===== src/rtl/fetch_unit_if.sv =====
// Fetch-stage bus bundle: imem request/response channel, decode handshake and redirect inputs.
// The master modport is the fetch unit's view; slave is the surrounding pipeline/memory view.
interface fetch_unit_if;
   logic        imem_req_valid;
   logic        imem_req_ready;
   logic [31:0] imem_req_addr;
   logic        imem_rsp_valid;
   logic [31:0] imem_rsp_data;
   logic        inst_valid;
   logic        inst_ready;
   logic [31:0] inst;
   logic [31:0] inst_pc;
   logic        redirect_valid;
   logic [1:0]  pc_select;
   logic [31:0] branch_target;
   logic [31:0] jalr_target;

   modport master (
      output imem_req_valid, imem_req_addr, inst_valid, inst, inst_pc,
      input  imem_req_ready, imem_rsp_valid, imem_rsp_data, inst_ready,
             redirect_valid, pc_select, branch_target, jalr_target
   );

   modport slave (
      input  imem_req_valid, imem_req_addr, inst_valid, inst, inst_pc,
      output imem_req_ready, imem_rsp_valid, imem_rsp_data, inst_ready,
             redirect_valid, pc_select, branch_target, jalr_target
   );
endinterface


===== src/rtl/fetch_unit.sv =====
// Instruction-fetch stage: owns the PC, issues in-order imem requests under a credit limit,
// buffers returned words with their PCs for decode, and squashes wrong-path fetches on redirect.
module fetch_unit #(
   parameter logic [31:0] RESET_PC = 32'h0000_0000,
   parameter int unsigned DEPTH    = 2
) (
   input logic          clk,
   input logic          rst,
   fetch_unit_if.master bus
);
   localparam int unsigned AW  = (DEPTH > 1) ? $clog2(DEPTH) : 1;
   localparam int unsigned CW  = $clog2(DEPTH + 1);
   localparam int unsigned DCW = 16;

   typedef logic [AW-1:0] ptr_t;
   typedef logic [CW-1:0] cnt_t;

   logic [31:0]    fetch_pc;
   cnt_t           outstanding;
   cnt_t           count;
   logic [DCW-1:0] drop_cnt;
   ptr_t           pcf_wr, pcf_rd;
   ptr_t           buf_wr, buf_rd;
   logic [31:0]    pc_fifo  [DEPTH];
   logic [31:0]    buf_inst [DEPTH];
   logic [31:0]    buf_pc   [DEPTH];

   logic           redirect_now;
   logic [31:0]    redirect_pc;
   logic           credit_ok;
   logic           req_valid;
   logic           req_fire;
   logic           rsp_drop;
   logic           rsp_live;
   logic           push;
   logic           pop;
   logic           have_inst;
   logic [DCW-1:0] drop_next;

   function automatic ptr_t ptr_inc(input ptr_t p);
      return (p == ptr_t'(DEPTH - 1)) ? '0 : p + ptr_t'(1);
   endfunction

   always_comb begin
      redirect_now = bus.redirect_valid &&
                     (bus.pc_select == 2'b01 || bus.pc_select == 2'b10);
      redirect_pc  = ((bus.pc_select == 2'b01) ? bus.branch_target : bus.jalr_target)
                     & ~32'h0000_0003;
      credit_ok    = ({1'b0, outstanding} + {1'b0, count}) < (CW + 1)'(DEPTH);
      req_valid    = !rst && !redirect_now && credit_ok;
      req_fire     = req_valid && bus.imem_req_ready;
      // Dropped words come from requests squashed earlier and are not counted as outstanding.
      rsp_drop     = bus.imem_rsp_valid && (drop_cnt != '0);
      rsp_live     = bus.imem_rsp_valid && (drop_cnt == '0) && (outstanding != '0);
      have_inst    = (count != '0);
      push         = !rst && rsp_live && !redirect_now;
      pop          = !rst && have_inst && bus.inst_ready && !redirect_now;
      // Everything still in flight at a redirect becomes wrong-path, minus a word landing this cycle.
      drop_next    = drop_cnt - DCW'(rsp_drop) + DCW'(outstanding) - DCW'(rsp_live);
   end

   always_comb begin
      bus.imem_req_valid = req_valid;
      bus.imem_req_addr  = fetch_pc;
      bus.inst_valid     = have_inst;
      bus.inst           = have_inst ? buf_inst[buf_rd] : '0;
      bus.inst_pc        = have_inst ? buf_pc[buf_rd]   : '0;
   end

   always_ff @(posedge clk) begin
      if (rst) begin
         fetch_pc    <= RESET_PC;
         outstanding <= '0;
         count       <= '0;
         drop_cnt    <= '0;
         pcf_wr      <= '0;
         pcf_rd      <= '0;
         buf_wr      <= '0;
         buf_rd      <= '0;
      end else if (redirect_now) begin
         fetch_pc    <= redirect_pc;
         outstanding <= '0;
         count       <= '0;
         drop_cnt    <= drop_next;
         pcf_wr      <= '0;
         pcf_rd      <= '0;
         buf_wr      <= '0;
         buf_rd      <= '0;
      end else begin
         if (req_fire) begin
            fetch_pc <= fetch_pc + 32'd4;
            pcf_wr   <= ptr_inc(pcf_wr);
         end
         if (rsp_drop) begin
            drop_cnt <= drop_cnt - DCW'(1);
         end
         if (rsp_live) begin
            pcf_rd <= ptr_inc(pcf_rd);
         end
         if (push) begin
            buf_wr <= ptr_inc(buf_wr);
         end
         if (pop) begin
            buf_rd <= ptr_inc(buf_rd);
         end
         outstanding <= outstanding + cnt_t'(req_fire) - cnt_t'(rsp_live);
         count       <= count + cnt_t'(push) - cnt_t'(pop);
      end
   end

   always_ff @(posedge clk) begin
      if (req_fire) begin
         pc_fifo[pcf_wr] <= fetch_pc;
      end
      if (push) begin
         buf_inst[buf_wr] <= bus.imem_rsp_data;
         buf_pc[buf_wr]   <= pc_fifo[pcf_rd];
      end
   end

   // A response with nothing in flight means imem broke the request/response pairing.
   rsp_has_request: assert property (@(posedge clk) disable iff (rst)
      bus.imem_rsp_valid |-> (outstanding != '0 || drop_cnt != '0));

endmodule


===== src/flat_wrapper.sv =====
// flat-port wrapper written by rule: the top's interface ports become plain ports
module fetch_unit_flat 
#(
   parameter logic [31:0] RESET_PC = 32'h0000_0000,
   parameter int unsigned DEPTH    = 2
)
  (clk, rst, bus_imem_req_valid, bus_imem_req_addr, bus_inst_valid, bus_inst, bus_inst_pc, bus_imem_req_ready, bus_imem_rsp_valid, bus_imem_rsp_data, bus_inst_ready, bus_redirect_valid, bus_pc_select, bus_branch_target, bus_jalr_target);
  fetch_unit_if bus_i ();
  input logic clk;
  input logic rst;
  output wire logic [$bits(bus_i.imem_req_valid)-1:0] bus_imem_req_valid;
  output wire logic [$bits(bus_i.imem_req_addr)-1:0] bus_imem_req_addr;
  output wire logic [$bits(bus_i.inst_valid)-1:0] bus_inst_valid;
  output wire logic [$bits(bus_i.inst)-1:0] bus_inst;
  output wire logic [$bits(bus_i.inst_pc)-1:0] bus_inst_pc;
  input wire logic [$bits(bus_i.imem_req_ready)-1:0] bus_imem_req_ready;
  input wire logic [$bits(bus_i.imem_rsp_valid)-1:0] bus_imem_rsp_valid;
  input wire logic [$bits(bus_i.imem_rsp_data)-1:0] bus_imem_rsp_data;
  input wire logic [$bits(bus_i.inst_ready)-1:0] bus_inst_ready;
  input wire logic [$bits(bus_i.redirect_valid)-1:0] bus_redirect_valid;
  input wire logic [$bits(bus_i.pc_select)-1:0] bus_pc_select;
  input wire logic [$bits(bus_i.branch_target)-1:0] bus_branch_target;
  input wire logic [$bits(bus_i.jalr_target)-1:0] bus_jalr_target;
  assign bus_imem_req_valid = bus_i.imem_req_valid;
  assign bus_imem_req_addr = bus_i.imem_req_addr;
  assign bus_inst_valid = bus_i.inst_valid;
  assign bus_inst = bus_i.inst;
  assign bus_inst_pc = bus_i.inst_pc;
  assign bus_i.imem_req_ready = bus_imem_req_ready;
  assign bus_i.imem_rsp_valid = bus_imem_rsp_valid;
  assign bus_i.imem_rsp_data = bus_imem_rsp_data;
  assign bus_i.inst_ready = bus_inst_ready;
  assign bus_i.redirect_valid = bus_redirect_valid;
  assign bus_i.pc_select = bus_pc_select;
  assign bus_i.branch_target = bus_branch_target;
  assign bus_i.jalr_target = bus_jalr_target;
  fetch_unit #(.RESET_PC(RESET_PC), .DEPTH(DEPTH)) u_core (.clk(clk), .rst(rst), .bus(bus_i));
endmodule

===== config.mk =====
export PLATFORM = sky130hd
export DESIGN_NAME = fetch_unit_flat
export DESIGN_NICKNAME = d
export VERILOG_FILES = /design/src/rtl/fetch_unit_if.sv /design/src/rtl/fetch_unit.sv /design/src/flat_wrapper.sv
export SDC_FILE = /design/constraint.sdc
export NUM_CORES = 1
export LEC_CHECK = 0
export ABC_CLOCK_PERIOD_IN_PS = 5650
export BUFFER_PORTS_ARGS = -buffer_cell sky130_fd_sc_hd__clkbuf_2
export CELL_PAD_IN_SITES_DETAIL_PLACEMENT = 0
export CELL_PAD_IN_SITES_GLOBAL_PLACEMENT = 2
export CORE_ASPECT_RATIO = 0.6
export CORE_MARGIN = 10
export CORE_UTILIZATION = 38
export CTS_CLUSTER_DIAMETER = 60
export DETAILED_ROUTE_END_ITERATION = 16
export PLACE_DENSITY = 0.88
export RECOVER_POWER = 100
export SYNTH_ARGS = -nofsm -noshare
export SYNTH_HDL_FRONTEND = slang
export SYNTH_SLANG_ARGS = --single-unit

===== constraint.sdc =====
create_clock -name clk -period 5.65 [get_ports clk]
set_clock_uncertainty 0.05 [all_clocks]
set_input_delay 0.565 -clock clk [delete_from_list [all_inputs] [get_ports clk]]
set_output_delay 0.565 -clock clk [all_outputs]
set_load 0.02 [all_outputs]

# Yosys cells after proc, flatten, opt, wreduce, memory -nomap -nowiden
# Memories as Yosys holds them, arrays and structs flattened. A register that Yosys moved wholly into a read port is not among the register bits.
# Index checks and enable logic that the tools add are counted.
[classes]
n_mux = 21
n_addsub = 14
reduce_logical = 22
magnitude_cmp = 1
eq_ne = 2
[op_table]
columns = ["op", "n"]
rows = [
  ["32-bit 2-to-1 mux", 5],
  ["32-bit by 3-bit adder with 32-bit output, second input constant", 1],
  ["16-bit 2-to-1 mux", 2],
  ["16-bit by 1-bit subtractor with 16-bit output", 2],
  ["16-bit by 2-bit adder with 16-bit output", 1],
  ["16-bit logical NOT", 1],
  ["16-bit nonzero test", 1],
  ["16-bit by 1-bit subtractor with 16-bit output, second input constant", 1],
  ["1-bit 2-to-1 mux", 14],
  ["1-bit logical AND", 12],
  ["2-bit nonzero test", 4],
  ["1-bit adder, second input constant", 4],
  ["2-bit by 1-bit adder with 2-bit output", 2],
  ["2-bit by 1-bit subtractor with 2-bit output", 2],
  ["2-bit by 2-bit adder with 3-bit output", 1],
  ["3-bit by 2-bit < comparator with 1-bit output, second input constant", 1],
  ["2-bit by 1-bit equality test with 1-bit output, second input constant", 1],
  ["2-bit equality test, second input constant", 1],
  ["1-bit logical NOT", 2],
  ["2-bit OR reduction", 1],
  ["1-bit logical OR", 1],
]
[word_totals]
register_bits = 56
wordCells = 72
memories = 3
out_inout_bits = 98
inputBits = 104
ram_bits = 192
[mem_list]
columns = ["memory", "words", "word_bits", "read_ports", "rd_clocked_by_memory_dff", "wr", "line", "rtl"]
rows = [
  ["u_core.buf_inst", 2, 32, 1, 1, 1, "fetch_unit.sv:25", "logic [31:0] buf_inst [DEPTH];"],
  ["u_core.buf_pc", 2, 32, 1, 1, 1, "fetch_unit.sv:26", "logic [31:0] buf_pc [DEPTH];"],
  ["u_core.pc_fifo", 2, 32, 1, 1, 1, "fetch_unit.sv:24", "logic [31:0] pc_fifo [DEPTH];"],
]

# Logic depth before layout (Yosys ltp)
# Gate-level depths: netlist of the first run.
[logic_depth]
ltp_word = 9
mapped_depth = 16
ltp_nobuf = 15

# Least setup slack after synthesis of the first run
# OpenSTA, ideal clock, no wires.
[synth_timing]
path_kind = "reg-to-reg"
startpoint = "register u_core.drop_cnt[4]"
endpoint = "memory u_core.buf_inst[0][0], enable pin"
arrival_ps = 4330
required_ps = 5110
path_stages_with_launch = 7
n_path_buf = 0
period_less_slack_ps = 4870
slack_ps = 780
setup_time_ps = 490
cell_sequence = "dfxtp_1 > inv_1 > ha_1 > nand4_1 > nor3_1 > and2_1 > nor2b_1"
[synth_between]
elab_chain_cells = 7
[synth_lines]
columns = ["element", "line", "rtl"]
rows = [
  ["from (decl)", "fetch_unit.sv:21", "logic [DCW-1:0] drop_cnt;"],
  ["from (signal assigned)", "fetch_unit.sv:84", "drop_cnt <= drop_next;"],
  ["from (signal assigned)", "fetch_unit.sv:95", "drop_cnt <= drop_cnt - DCW'(1);"],
  ["16-bit logical NOT", "fetch_unit.sv:54", "rsp_live = bus.imem_rsp_valid && (drop_cnt == '0) && (outstanding != '0);"],
  ["1-bit logical AND (2 in a row)", "fetch_unit.sv:54", ""],
  ["1-bit logical AND (2 in a row)", "fetch_unit.sv:56", "push = !rst && rsp_live && !redirect_now;"],
  ["via u_core.push", "fetch_unit.sv:35", "logic push;"],
  ["1-bit 2-to-1 mux", "fetch_unit.sv:115", "if (push) begin"],
  ["1-bit 2-to-1 mux (implied by the code)", "fetch_unit.sv:116", "buf_inst[buf_wr] <= bus.imem_rsp_data;"],
  ["to (decl)", "fetch_unit.sv:25", ""],
]
# The timed path passes the listed nets, and every way through them passes these cells.

# Worst setup path in the final report of the first run
[layout_timing]
startpoint = "register u_core.drop_cnt[5]"
endpoint = "register u_core.drop_cnt[8]"
[layout_between]
elab_chain_cells = 6
elab_cells_between_ends = 12
cone_classes = "add/sub (4); mux (2); reduce/logical (6)"
[layout_lines]
columns = ["element", "line", "rtl"]
rows = [
  ["16-bit nonzero test", "fetch_unit.sv:53", "rsp_drop = bus.imem_rsp_valid && (drop_cnt != '0);"],
  ["1-bit logical AND", "fetch_unit.sv:53", ""],
  ["16-bit by 1-bit subtractor with 16-bit output", "fetch_unit.sv:59", "drop_next = drop_cnt - DCW'(rsp_drop) + DCW'(outstanding) - DCW'(rsp_live);"],
  ["16-bit by 2-bit adder with 16-bit output", "fetch_unit.sv:59", ""],
  ["16-bit by 1-bit subtractor with 16-bit output", "fetch_unit.sv:59", ""],
  ["16-bit 2-to-1 mux", "fetch_unit.sv:80", "end else if (redirect_now) begin"],
]
# Several ways; a longest one is shown, not always the timed one. The select of a mux whose other input is x is not followed.
# A chain may end at the register's enable or synchronous reset.

==> metrics, run 1 <==
status=complete, but fails checks; failing checks=max-capacitance violations, max-slew violations; hold path depth=1; Post-synth ARST share=0; RR Startpoint=u_core.drop_cnt[5]$_SDFFE_PP0P_; count of warnings emitted by yosys=0; met2 global-route usage=0.2381; Post-Syn Area=around 0.011 mm^2; CORE AREA=0.02895 mm^2; r2r setup slk=~900 ps; worst-path fanout max=6; CP most frequent cell=fa_1; Synth cell types=61; Max Transition Viols Final=242; H-Tree Depth=1; worst hold endpoint=u_core.buf_inst[0][0]$_DFFE_PP_; First DRT Iteration DRCs=500; most frequent cells in the layout=edfxtp_1 (184), clkbuf_1 (121), nor2_1 (107); RSZ-0062 raised after global routing=false; Worst-path clk slew=60 ps; GRT Overall Usage=0.1515; WL/cell=between 15 and 20 um; Die Wd=approximately 240 um; routed wire length=between 20,000 and 30,000 um; commonest non-fill, non-tap cell in the layout=edfxtp_1; Inserted Clock Buffers=24; PostCTS Resize Cnt=0; Avg Cell Area, Syn=12.49 um^2; layout cells sized above 1=0.1353; Hold Violations, Final=0; Area Growth Syn to Fin=17.97%; GR peak layer=met2; Final period util=0.8401; IO Pins=approximately 200; Slew headroom=-0.5283; grt met3 use=0.03829; Post-synth EDFFs=approximately 180; die height=approximately 150 um; n_diodes=0; Primary FF master, synth=edfxtp_1; nets=~1,200; Reg2Reg Depth=16; initial antenna violation count=0; Post-CTS Setup Inserts=0; clock sinks=240; first-pass iteration count of the detailed router=5; num rows=48; clock tree root driver cell=clkbuf_16; Hold Startpoint=bus_imem_rsp_data[0]; switching part of the total=0.3119; family with the most delay on the worst path=adder cells; met1 Usage GRT=0.2075; min Tclk post-route=4747 ps; hold buffers post-CTS=0; Setup violations, final=0; first-pass GRT wire length=44,750 um; sequential power share=0.399; vias post-DR=approximately 7,600; reg-to-reg endpoint=u_core.drop_cnt[8]$_SDFFE_PP0P_; clock share of power=0.331; Max stage delay cell, worst path=fa_1; die outline area=between 0.03 and 0.04 mm^2; crit path kind=reg -> reg; CP required=between 6000 and 7000 ps; Pleak=around 4.5 nW; worst min-delay path category=in -> reg; critical path arrival=slightly above 5000 ps; Comb power frac=0.269; CTS tree=yes; worst IR drop on VDD=between 0.15 and 0.2 mV; Max clock buf depth=3; DRC=0; grt ovf=0; largest net degree at the start of global routing=between 60 and 70; worst stage delay on the critical path=approximately 500 ps; ANT nets after route=0; NetSw=0.001606 W; Peak Freq=around 210 MHz; DP HPWL=20,860 um; CP Launch Type=register; Mapped Cells=900; DR vias/cell=5.006; Setup crit end kind=register; Initial Util=0.3884; PortBufs=193; Pwr Density=388.1 mW/mm^2; worst hold slack=~170 ps; Worst-Skew Late Latency=roughly 530 ps; vias in the first global route=between 7,000 and 8,000; Internal Power=about 0.0035 W; FF+latch count, synth=between 200 and 250; GP Congestion=around 0.88; max capacitance violation total=6; Buf+Inv Stages, Crit Path=3; CP Cell Sequence=inv_1 > ha_1 > nand4_1 > nor3_1 > clkbuf_1 > fa_1 > fa_1 > inv_1 > ha_1 > fa_1 > a21o_1 > a2111oi_2 > nor2_1 > o31ai_1 > xnor2_1 > a211oi_1; Slew @ Worst Pin=approximately 2300 ps; Setup TNS Final=0 ps; register area share after synthesis=0.5911
[worst register-to-register path: stages (launching register included)]
cell and delay (ps):
dfxtp_1 310, inv_1 190, ha_1 250, nand4_1 170, nor3_1 210, clkbuf_1 360, fa_1 510, fa_1 490
inv_1 40, ha_1 210, fa_1 400, a21o_1 240, a2111oi_2 360, nor2_1 190, o31ai_1 360, xnor2_1 100
a211oi_1 210
[synth_stat cells, types with 2 or more instances]
library cell    n  share of area
xnor2_1        48          0.037
a311o_1         2         0.0018
and2_1          7         0.0039
mux2i_1        75          0.067
nor2_1        108          0.036
nor4_1          2         0.0011
fa_1            4         0.0071
xor2_1          7         0.0055
nand3_1        15         0.0067
nand4_1         8         0.0045
a21o_1          3         0.0020
o22ai_1         4         0.0022
edfxtp_1      184           0.49
o31ai_1         3         0.0020
inv_1          48          0.016
dfxtp_1        56           0.10
nand2b_1        6         0.0033
nor2_2          2         0.0011
ha_1           43          0.048
nor3_1         17         0.0076
a31oi_1         4         0.0022
o21ai_0        11         0.0049
buf_4           5         0.0033
nor2b_1        16         0.0089
clkbuf_1       30          0.010
nand2_1        33          0.011
o211ai_1        7         0.0047
a21boi_0        2         0.0013
nor4_2          2         0.0022
a211oi_1       35          0.023
or3_1           3         0.0017
nor3_2          3         0.0027
a221oi_2        2         0.0027
a221oi_1        9         0.0070
a21oi_1        29          0.013
buf_1           8         0.0027
mux2_2         30          0.030
and3_1          6         0.0033
[state kept, by name, summed over array words and instances (netlist names), named ones only]
| register | count |
|---|---|
| u_core.buf_pc | 60 |
| u_core.bus.imem_req_addr | 30 |
| u_core.pc_fifo | 60 |
| u_core.pcf_rd | 1 |
| u_core.count | 2 |
| u_core.buf_inst | 64 |
| u_core.buf_wr | 1 |
| u_core.buf_rd | 1 |
| u_core.pcf_wr | 1 |
| u_core.outstanding | 2 |
| u_core.drop_cnt | 16 |
[worst max-delay path by stage]
stage / to / slack [ps] / from / cells past startpoint
2_1_floorplan: u_core.buf_inst[0][0]$_DFFE_PP_ / 780 / u_core.drop_cnt[4]$_SDFFE_PP0P_ / 6
3_3_place_gp: u_core.drop_cnt[8]$_SDFFE_PP0P_ / 1090 / u_core.drop_cnt[2]$_SDFFE_PP0P_ / 15
3_5_place_dp: u_core.drop_cnt[8]$_SDFFE_PP0P_ / 1060 / u_core.drop_cnt[8]$_SDFFE_PP0P_ / 15
4_1_cts: u_core.drop_cnt[8]$_SDFFE_PP0P_ / 1050 / u_core.drop_cnt[8]$_SDFFE_PP0P_ / 15
5_1_grt: u_core.drop_cnt[8]$_SDFFE_PP0P_ / 490 / u_core.drop_cnt[4]$_SDFFE_PP0P_ / 16
6_report: u_core.drop_cnt[8]$_SDFFE_PP0P_ / 900 / u_core.drop_cnt[5]$_SDFFE_PP0P_ / 16
[per-stage QoR]
| step | power [W] | instance area (um^2) | util | std cells | setup WS [ps] |
|---|---|---|---|---|---|
| global route | 0.005432 | 13270 | 0.4582 | 1509 | 488.5 |
| finish | 0.005149 | 13270 | 0.4582 | 1509 | 903.3 |
| CTS | 0.005182 | 13510 | 0.4666 | 1509 | 1046 |
| detailed placement | 0.003461 | 12670 | 0.4376 | 1465 | 1062 |
| global placement | 0.003467 | 12670 | 0.4376 | 1465 | 1092 |
| floorplan | 0.003089 | 11260 | - | 903 | 780.3 |
[power by group through the flow]
| stage | Clock [W] | Sequential, W | Combinational, W |
|---|---|---|---|
| 6_report | 0.00171 | 0.00206 | 0.00139 |
| 2_1_floorplan | 0 | 0.00210 | 0.000994 |
| 3_5_place_dp | 0 | 0.00209 | 0.00137 |
| 3_3_place_gp | 0 | 0.00209 | 0.00138 |
| 4_1_cts | 0.00175 | 0.00205 | 0.00138 |
| 5_1_grt | 0.00182 | 0.00207 | 0.00154 |
[cells by family (layout without fill, tap and decap cells)]
logic type,count (synthesis),in the layout,share of synthesized area
flops,240,240,0.5911
simple gates,236,236,0.1036
compound gates,124,124,0.07789
mux,105,105,0.09681
buf+inv,92,298,0.03249
xor+xnor,55,55,0.04284
fa+ha+maj,47,47,0.05497
other cells,1,4,0.0003335
[per-layer routing]
metal	vias up	wire, um	part of all wire
met5	-	0	0
met4	0	412	0.014
met3	32	1859	0.064
met2	197	13020	0.45
met1	3675	13750	0.47
li1	3650	-	-
[layout make-up]
class,instances,area [um^2]
Clock buffer,25,604.3
Clock inverter,19,235.2
Inverter,48,180.2
Timing Repair Buffer,206,888.4
Tap cell,400,500.5
Multi-Input combinational cell,571,4210
Fill cell,2751,15680
Sequential cell,240,6646
Note: power is estimated with default switching activity, not from simulation.
==> run 2: changes to the inputs <==
ABC_CLOCK_PERIOD_IN_PS = 4500   (was 5650)
clock period = 4.5 ns   (was 5.65 ns; I/O delays follow)
==> run 2 against run 1 <==
Effect of this change: the flow still finishes with violations (max-capacitance violations, max-slew violations); sequential share of layout area fell by 0.11 points; register-to-register slack got worse by 730 ps; non-clock buffer count rose by 13; critical path depth fell by 1; via count rose by 0.48%; design area rose by 0.28%; worst setup slack got worse by 730 ps; count of clock-buffer cells in the layout rose by 6; critical path type unchanged.
==> metrics, run 2 (synthesized netlist as in run 1, its figures left out) <==
Die Wd=242.1 um (unchanged); worst stage delay on the critical path=500 ps (about the same); Fill cells=2,728 (was 2,751); Area Growth Syn to Fin=18.30% (was 17.97%); nets=1,254 (was 1,242); Worst-path clk slew=70 ps (was 60 ps); max capacitance violation total=3 (was 6); Worst Setup SP=u_core.drop_cnt[2]$_SDFFE_PP0P_ (was u_core.drop_cnt[5]$_SDFFE_PP0P_); First DRT Iteration DRCs=553 (was 500); CTS tree=yes (unchanged); Pwr Density=477.9 mW/mm^2 (was 388.1 mW/mm^2); Max Transition Viols Final=77 (was 242); die height=153.2 um (unchanged); max reg flops=64 (unchanged); failing checks=max-capacitance violations, max-slew violations (unchanged); family with the most delay on the worst path=adder cells (unchanged); Hold Violations, Final=0 (unchanged); Setup violations, final=0 (unchanged); Max stage delay cell, worst path=fa_1 (unchanged); Top reg by flops=u_core.buf_inst (unchanged); Final period util=0.9613 (was 0.8401); reg-to-reg endpoint=u_core.drop_cnt[10]$_SDFFE_PP0P_ (was u_core.drop_cnt[8]$_SDFFE_PP0P_); Worst-Skew Late Latency=540 ps (was 530 ps); multi-input logic area=0.004250 mm^2 (was 0.004210 mm^2); Inserted Clock Buffers=23 (was 24); worst min-delay path category=in -> reg (unchanged); Initial Util=0.3884 (unchanged); Max clock buf depth=3 (unchanged); crit path kind=reg -> reg (unchanged); RR Startpoint=u_core.drop_cnt[2]$_SDFFE_PP0P_ (was u_core.drop_cnt[5]$_SDFFE_PP0P_); GRT Overall Usage=0.1549 (was 0.1515); CP Launch Type=register (unchanged); first-pass GRT wire length=45,800 um (was 44,750 um); Stages on worst setup path=15 (was 16); Pleak=4.561 nW (was 4.541 nW); r2r setup slk=170 ps (was 900 ps); routed wire length=29,790 um (was 29,050 um); first-pass iteration count of the detailed router=5 (unchanged); commonest non-fill, non-tap cell in the layout=edfxtp_1 (unchanged); DP HPWL=21,610 um (was 20,860 um); most frequent cells in the layout=edfxtp_1 (184), clkbuf_1 (123), nor2_1 (108) (was edfxtp_1 (184), clkbuf_1 (121), nor2_1 (107)); worst-path fanout max=4 (was 6); IO Pins=202 (unchanged); clock sinks=240 (unchanged); largest net degree at the start of global routing=54 (was 63); status=complete, but fails checks (unchanged); RSZ-0062 raised after global routing=false (unchanged); initial antenna violation count=0 (unchanged); worst IR drop on VDD=0.2399 mV (was 0.1794 mV); die outline area=0.03710 mm^2 (unchanged); CORE AREA=0.02895 mm^2 (unchanged); hold buffers post-CTS=0 (unchanged); Slew @ Worst Pin=2054 ps (was 2289 ps); min Tclk post-route=4326 ps (was 4747 ps); H-Tree Depth=1 (unchanged); Critical path destination=u_core.drop_cnt[10]$_SDFFE_PP0P_ (was u_core.drop_cnt[8]$_SDFFE_PP0P_); DRC=0 (unchanged); CP Cell Sequence=inv_2 > ha_1 > nand4_1 > nor3_2 > fa_1 > fa_1 > inv_1 > ha_1 > fa_1 > a21o_1 > a2111oi_4 > nor2_2 > o311a_1 > o21ai_0 > o22ai_1 (was inv_1 > ha_1 > nand4_1 > nor3_1 > clkbuf_1 > fa_1 > fa_1 > inv_1 > ha_1 > fa_1 > a21o_1 > a2111oi_2 > nor2_1 > o31ai_1 > xnor2_1 > a211oi_1); CP most frequent cell=fa_1 (unchanged); ANT nets after route=0 (unchanged); CP required=4850 ps (was 6040 ps); Peak Freq=231.2 MHz (was 210.7 MHz); top flop regs=u_core.buf_inst (64), u_core.buf_pc (60), u_core.pc_fifo (60) (unchanged); Setup TNS Final=0 ps (unchanged); grt ovf=0 (unchanged); Slew headroom=-0.3695 (was -0.5283); clock tree root driver cell=clkbuf_16 (unchanged); DR vias/cell=4.993 (was 5.006); PortBufs=193 (unchanged); critical path arrival=4680 ps (was 5130 ps); vias post-DR=7,590 (was 7,554); num rows=48 (unchanged); layout cells sized above 1=0.1563 (was 0.1353); dpl cells=1,476 (was 1,465); final std cells w/o fill=1,520 (was 1,509); register area=0.006650 mm^2 (was 0.006646 mm^2); WL/cell=19.60 um (was 19.25 um); Buf+Inv Stages, Crit Path=2 (was 3); n_diodes=0 (unchanged); GP Congestion=0.8846 (was 0.8840); vias in the first global route=7,629 (was 7,537); Setup crit end kind=register (unchanged); Reg2Reg Depth=15 (was 16)
run 2: what timing repair did:
| action | in CTS | in global routing |
|---|---|---|
| resized for setup | 0 | 18 |
| endpoints found under the setup margin | 0 | 4 |
| setup buffers | 0 | 2 |
run 2: metal layers:
layer / vias to the layer above / wire length [um] / track usage
li1: 3688 / - / -
met1: 3678 / 14270 / 0.2176
met2: 199 / 13420 / 0.2434
met3: 25 / 1754 / 0.03428
met4: 0 / 341 / 0.02416
met5: - / 0 / 0
run 2: cell type report:
cell class	instances	share of cell area
Sequential cell	240	0.4999
Multi-Input combinational cell	571	0.3195
Inverter	48	0.01354
Clock buffer	31	0.05004
Tap cell	400	0.03762
Timing Repair Buffer	219	0.07383
Clock inverter	11	0.005549
run 2: per-stage QoR:
step / hold slack [ps] / total power [W] / util / area [um^2] / setup slack, ps
3_3_place_gp: 438.4 / 0.004404 / 0.4404 / 12750 / 162.2
2_1_floorplan: 422.5 / 0.003879 / - / 11260 / 209.9
5_1_grt: 41.18 / 0.006708 / 0.4595 / 13300 / 17.20
6_report: 58.12 / 0.006357 / 0.4595 / 13300 / 174.1
4_1_cts: 40.31 / 0.006314 / 0.4660 / 13490 / 53.76
3_5_place_dp: 447.4 / 0.004411 / 0.4404 / 12750 / 102.1
run 2: how the worst min path moves through the flow:
stage / slack (ps) / cells past startpoint / start / endpoint
detailed placement: 450 / 2 / u_core.pcf_rd$_SDFFE_PP0N_ / register
CTS: 40 / 1 / bus_imem_rsp_data[17] / u_core.buf_inst[0][17]$_DFFE_PP_
floorplan: 420 / 2 / u_core.buf_rd$_SDFFE_PP0P_ / register
global route: 40 / 1 / bus_imem_rsp_data[29] / u_core.buf_inst[0][29]$_DFFE_PP_
finish: 60 / 1 / bus_imem_rsp_data[17] / u_core.buf_inst[0][17]$_DFFE_PP_
global placement: 440 / 2 / u_core.buf_rd$_SDFFE_PP0P_ / u_core.buf_rd$_SDFFE_PP0P_
run 2: report_power, final:
group	internal, W	switching (W)
logic	0.000767	0.00111
clock network	0.00105	0.000849
registers	0.00249	0.0000970
run 2: worst register-to-register path, cell delays in order, from the launching register on:
cell and delay (ps):
dfxtp_1 340, inv_2 100, ha_1 210, nand4_1 190, nor3_2 270, fa_1 470
fa_1 500, inv_1 40, ha_1 210, fa_1 410, a21o_1 230, a2111oi_4 450
nor2_2 150, o311a_1 310, o21ai_0 160, o22ai_1 100
